## config.mk

```make
export PLATFORM = sky130hd
export DESIGN_NAME = conv_operand_loader
export DESIGN_NICKNAME = d
export VERILOG_FILES = /design/src/rtl/conv_operand_loader.sv
export SDC_FILE = /design/constraint.sdc
export NUM_CORES = 1
export LEC_CHECK = 0
export BUFFER_PORTS_ARGS = -buffer_cell sky130_fd_sc_hd__clkbuf_2
export CORE_MARGIN = 1.5
export CORE_UTILIZATION = 40
export CTS_CLUSTER_SIZE = 28
export DETAILED_ROUTE_END_ITERATION = 16
export GPL_TIMING_DRIVEN = 0
export PLACE_DENSITY = 0.74
export SLEW_MARGIN = 30
export SYNTH_ARGS = -nofsm -noshare
export SYNTH_HDL_FRONTEND = slang
export SYNTH_SLANG_ARGS = --single-unit
```

## constraint.sdc

```tcl
create_clock -name clk -period 4.6 [get_ports clk]
set_input_delay 0.69 -clock clk [delete_from_list [all_inputs] [get_ports clk]]
set_output_delay 0.69 -clock clk [all_outputs]
set_load 0.01 [all_outputs]
```

## src/rtl/conv_operand_loader.sv

```systemverilog
`default_nettype none
// ============================================================================
//  Module      : conv_operand_loader
//  Description : Unpacks a serial valid/ready stream of signed samples into
//                the parallel A (M taps) and B (N taps) operand buses of the
//                convolution engine, pulses conv_start for one cycle and then
//                holds the operands stable until conv_done.
//  Revision    : 1.0 - initial release
// ============================================================================
module conv_operand_loader #(
    parameter int M = 6,
    parameter int N = 8,
    parameter int W = 16
) (
    input  logic             clk,
    input  logic             rst,        // asynchronous, active-low
    input  logic [W-1:0]     s_data,
    input  logic             s_valid,
    input  logic             s_last,
    output logic             s_ready,
    output logic [M*W-1:0]   a_flat,
    output logic [N*W-1:0]   b_flat,
    output logic             conv_start,
    input  logic             conv_done,
    output logic             busy,
    output logic             frame_err
);

    // Index wide enough to name any sample position 0..M+N-1.
    localparam int              c_IW       = $clog2(M + N);
    localparam logic [c_IW-1:0] c_LAST_POS = c_IW'(M + N - 1);
    localparam logic [c_IW-1:0] c_A_LAST   = c_IW'(M - 1);

    typedef enum logic [2:0] {
        S_IDLE   = 3'd0,
        S_LOAD_A = 3'd1,
        S_LOAD_B = 3'd2,
        S_START  = 3'd3,
        S_WAIT   = 3'd4
    } state_t;

    state_t          r_state;
    logic [c_IW-1:0] r_idx;

    logic            w_xfer;
    logic [c_IW-1:0] w_pos;
    logic            w_final;
    logic            w_early;
    logic            w_end;

    // Position of the sample being offered within the frame, and its framing class.
    always_comb begin
        w_xfer = s_valid & s_ready;
        w_pos  = '0;
        case (r_state)
            S_LOAD_A: w_pos = r_idx;
            S_LOAD_B: w_pos = r_idx + c_IW'(M);
            default:  w_pos = '0;
        endcase
        w_final = (w_pos == c_LAST_POS);
        w_early = s_last & ~w_final;
        w_end   = s_last | w_final;
    end

    // Operand registers: write the accepted sample; on an early s_last also
    // clear every tap that lies beyond it in the frame.
    always_ff @(posedge clk or negedge rst) begin
        if (!rst) begin
            a_flat <= '0;
            b_flat <= '0;
        end else if (w_xfer) begin
            for (int k = 0; k < M; k++) begin
                if (c_IW'(k) == w_pos)
                    a_flat[k*W +: W] <= s_data;
                else if (w_early && (c_IW'(k) > w_pos))
                    a_flat[k*W +: W] <= '0;
            end
            for (int k = 0; k < N; k++) begin
                if (c_IW'(M + k) == w_pos)
                    b_flat[k*W +: W] <= s_data;
                else if (w_early && (c_IW'(M + k) > w_pos))
                    b_flat[k*W +: W] <= '0;
            end
        end
    end

    // Frame sequencing FSM with registered handshake and status outputs.
    always_ff @(posedge clk or negedge rst) begin
        if (!rst) begin
            r_state    <= S_IDLE;
            r_idx      <= '0;
            s_ready    <= 1'b0;
            conv_start <= 1'b0;
            busy       <= 1'b0;
            frame_err  <= 1'b0;
        end else begin
            case (r_state)
                S_IDLE, S_LOAD_A, S_LOAD_B: begin
                    s_ready <= 1'b1;
                    if (w_xfer) begin
                        busy <= 1'b1;
                        if (w_end) begin
                            // Frame closes: either the last tap or an early s_last.
                            r_state    <= S_START;
                            r_idx      <= '0;
                            s_ready    <= 1'b0;
                            conv_start <= 1'b1;
                            if (s_last != w_final)
                                frame_err <= 1'b1;
                        end else if (w_pos == c_A_LAST) begin
                            r_state <= S_LOAD_B;
                            r_idx   <= '0;
                        end else begin
                            r_state <= (r_state == S_LOAD_B) ? S_LOAD_B : S_LOAD_A;
                            r_idx   <= r_idx + c_IW'(1);
                        end
                    end
                end
                S_START: begin
                    conv_start <= 1'b0;
                    r_state    <= S_WAIT;
                end
                S_WAIT: begin
                    if (conv_done) begin
                        r_state <= S_IDLE;
                        s_ready <= 1'b1;
                        busy    <= 1'b0;
                    end
                end
                default: begin
                    r_state    <= S_IDLE;
                    r_idx      <= '0;
                    s_ready    <= 1'b0;
                    conv_start <= 1'b0;
                    busy       <= 1'b0;
                end
            endcase
        end
    end

endmodule
`default_nettype wire
```

==> flow_summary.ini <==
[synth]
synth-async-reset-ratio_pct = 100.0
synth_compound_area_share_pct = 21.44
synth_top_family_by_area = compound AO/OA/AOI/OAI gates
synth_area_per_cell_um2 = 12.07
synth-edff-count = 0
synth_xor_xnor_area_share_pct = 0.09161
synth_mux_area_share_pct = 1.989
synth_top_area_share_pct = 61.51
netlist_instances = 792
seq_area_frac_synth_pct = 61.51
synthAdderAreaFrac_pct = 0.7852
synth.distinct_cells = 61
synthSimpleGateAreaFrac_pct = 8.886
syn_nets = 819
ys.flop_type = dfrtp_1
syn_area_um2 = 9560
synth_area_leader_cell = dfrtp_1
yosys_warnings = 0
ys_ff_latch = 235
synthTopCellsByArea = dfrtp_1 62%, a22o_1 13%, o21ai_0 3.8%

[power_and_ir_drop]
p_int_mw = 4.455
powerDensity_nw_per_um2 = 543.8
seq_power_share_pct = 40.1
pwr-share-comb_pct = 27.0
power_switching_mw = 2.170
p_leak_nw = 6.152
power_frac_clock_pct = 32.9
peakVddDrop_v = 0.0003030
p_sw_share_pct = 32.75

[clocking]
cts_buffer_depth = 3
cts_tree = done
cts_max_level = 1
clk_pin_slew_worst_paths_ps = 60
clk_latency_ps = 530
root_buffer = clkbuf_16
cts_resized = 0
cts_buffers = 25
cts_setup_buffers = 0
hold_buffers = 0
cts_sinks = 235

[grt]
grt_pass1_wl_um = 44150
grt_usage_pct = 23.13
antenna_found_initial = 0
grt_start_max_net_pins = 81
gr-total-overflow = 0
grt_pass1_vias = 7455

[worst_setup_path]
cp_data_arrival_time_ps = 4440
cp-end-kind = flip-flop
critPathLaunchType = flip-flop
path_class = flip-flop to flip-flop
slowest_stage = or4b_4
crit_chain = clkbuf_1 > inv_1 > ha_1 > or4b_4 > a31o_4 > or3_4 > ha_1 > inv_1 > o21ai_0 > o2111ai_1 > clkbuf_1 > o21ai_0
crit_fanout = 10
max_stage_delay_ps = 520
critPathRequiredTime_ps = 4990

[cells_and_area]
instances_no_fill = 1407
layout.nets = 1097
drive_gt1_share_pct = 33.00
nFillCells = 2034
num_antenna_cells = 0
syn2layout_area_growth_pct = 27.44
final_area_um2 = 12180

[route]
vias = 7655
drt_iter0_drc = 601
drc_errors = 0
drt_first_pass_iters = 6
routed_wl_um = 28800
via_per_inst = 5.441
wl_per_cell_um = 20.47
antenna_left = 0

[min_path]
hp-class = primary input to asynchronous set/reset pin

[timing]
maxSlewViolCount = 0
rsz0062_at_grt = false
min_period_ps = 4044
worst_pin_slew_ps = 954.9
finalHoldViolations = 0
maxSlewHeadroom_pct = 36.34
hold_ws_ps = 89.22
fmax_mhz = 247.3
fin_crit_sh_pct = 87.92
skew_ps = 7.417
setup_viol = 0
fin_setup_tns_ps = 0

[floorplan]
core_area_um2 = 23470
die_h_um = 157.6
initial_core_util_pct = 40.73
dieArea_um2 = 24840
io_pins = 249
fp-row-count = 56
die_w_um = 157.6

[place]
port_buffers = 248
gp_congestion = 0.8988
dp_cells = 1362
hpwl_um = 20240
placed_area_um2 = 11290

[status]
status = completed

[job]
drv_cap = 0
## worst paths after layout
| path | slack, ps | to | from | depth (start not counted) |
|---|---|---|---|---|
| worst min register to register | 470 | frame_err$_DFFE_PN0P_ | frame_err$_DFFE_PN0P_ | 1 |
| worst max-delay path | 560 | a_flat[30]$_DFFE_PN0P_ | r_idx[1]$_DFFE_PN0P_ | 12 |
| worst max register to register | 560 | a_flat[30]$_DFFE_PN0P_ | r_idx[1]$_DFFE_PN0P_ | 12 |
| worst min-delay path | 90 | b_flat[106]$_DFFE_PN0P_ | rst | 1 |
| max in group asynchronous | 3440 | a_flat[66]$_DFFE_PN0P_ | rst | 3 |
| min in group clk | 380 | r_state[2]$_DFFE_PN0P_ | conv_done | 2 |
## power by group through the flow
stage                     Combinational, mW  Clock (mW)  Sequential [mW]
after global routing                   1.97        2.32             2.70
after CTS                              1.80        2.22             2.66
final                                  1.79        2.18             2.66
after detailed placement               1.80           0             2.68
after global placement                 1.74           0             2.67
after floorplan                       0.915           0             2.81
## worst max-delay path: cells and delay by family (launching register included)
kind                     cells  cell delay [ps]
buffers and inverters        4             1080
AND/OR/NAND/NOR              2              960
AO/OA/AOI/OAI                4              910
adder cells (fa/ha/maj)      2              580
flip-flops                   1              370
## stage by stage
step | total power, mW | utilization, % | setup slack, ps
floorplan | 3.726 | - | 1221
global placement | 4.413 | 47.72 | -1816
detailed placement | 4.476 | 48.11 | 580.2
CTS | 6.673 | 51.91 | 576.8
global route | 6.987 | 51.91 | 392.0
finish | 6.625 | 51.91 | 555.8
## flip-flops by register name, summed over array words and instances, names as in the netlist
name        cells
frame_err       1
r_state         3
r_idx           4
busy            1
s_ready         1
conv_start      1
a_flat         96
b_flat        128
## Yosys cell counts, drive strengths merged, types with 2 or more instances
library cell,instances
nor2b,4
nand3b,2
nor3,5
a21oi,4
a31oi,3
nor2,19
inv,39
o21ai,79
mux2,16
buf,32
nand3,20
o21a,2
nand2b,7
a22o,145
clkbuf,37
and2,4
and3b,3
o221ai,3
a21o,2
nand2,75
ha,6
nand4,18
o311ai,2
o22ai,5
o22a,2
nor3b,3
dfrtp,235
## layout by cell type, fill, tap and decap left out, types with 6 or more instances in the layout
cell       synthesis  final
mux2_2            14     14
o21ai_1            6      6
ha_1               6      6
nor2_1            17     17
clkbuf_1          37     41
o21ai_0           72     72
inv_1             39     39
a22o_1           145    145
nand4_1           18     18
buf_2             20     20
dfrtp_1          235    235
clkbuf_16          0     25
buf_4              7      7
nand2_1           75     75
clkbuf_2           0    247
nand3_1           19     19
nand2b_1           7      7
## cell type report
cell class,instances,area [um^2],share of cell area (%)
Tap cell,319,399.1,3.276
Clock buffer,32,681.9,5.597
Sequential cell,235,5881,48.26
Buffer,69,360.3,2.957
Multi-Input combinational cell,449,3173,26.04
Inverter,39,146.4,1.201
Clock inverter,13,210.2,1.725
Timing Repair Buffer,251,1333,10.94
## cells by family (layout without fill, tap and decap cells)
| family | Yosys count | count (layout) |
|---|---|---|
| muxes | 17 | 17 |
| buffers and inverters | 108 | 404 |
| and+or+nand+nor | 166 | 166 |
| AOI/OAI and AO/OA | 259 | 259 |
| xor gates and xnor gates | 1 | 1 |
| adders and majority gates | 6 | 6 |
| DFF | 235 | 235 |
## per-layer routing
metal	vias to the layer above	part of all wire, %	wire, um	GRT usage, %
met5	-	0	0	0
met4	0	1.3	383	4.313
met3	38	8.6	2472	5.995
met2	323	47	13510	37.44
met1	3863	43	12440	31.60
li1	3431	-	-	-
Note: power is estimated with default switching activity, not from simulation.
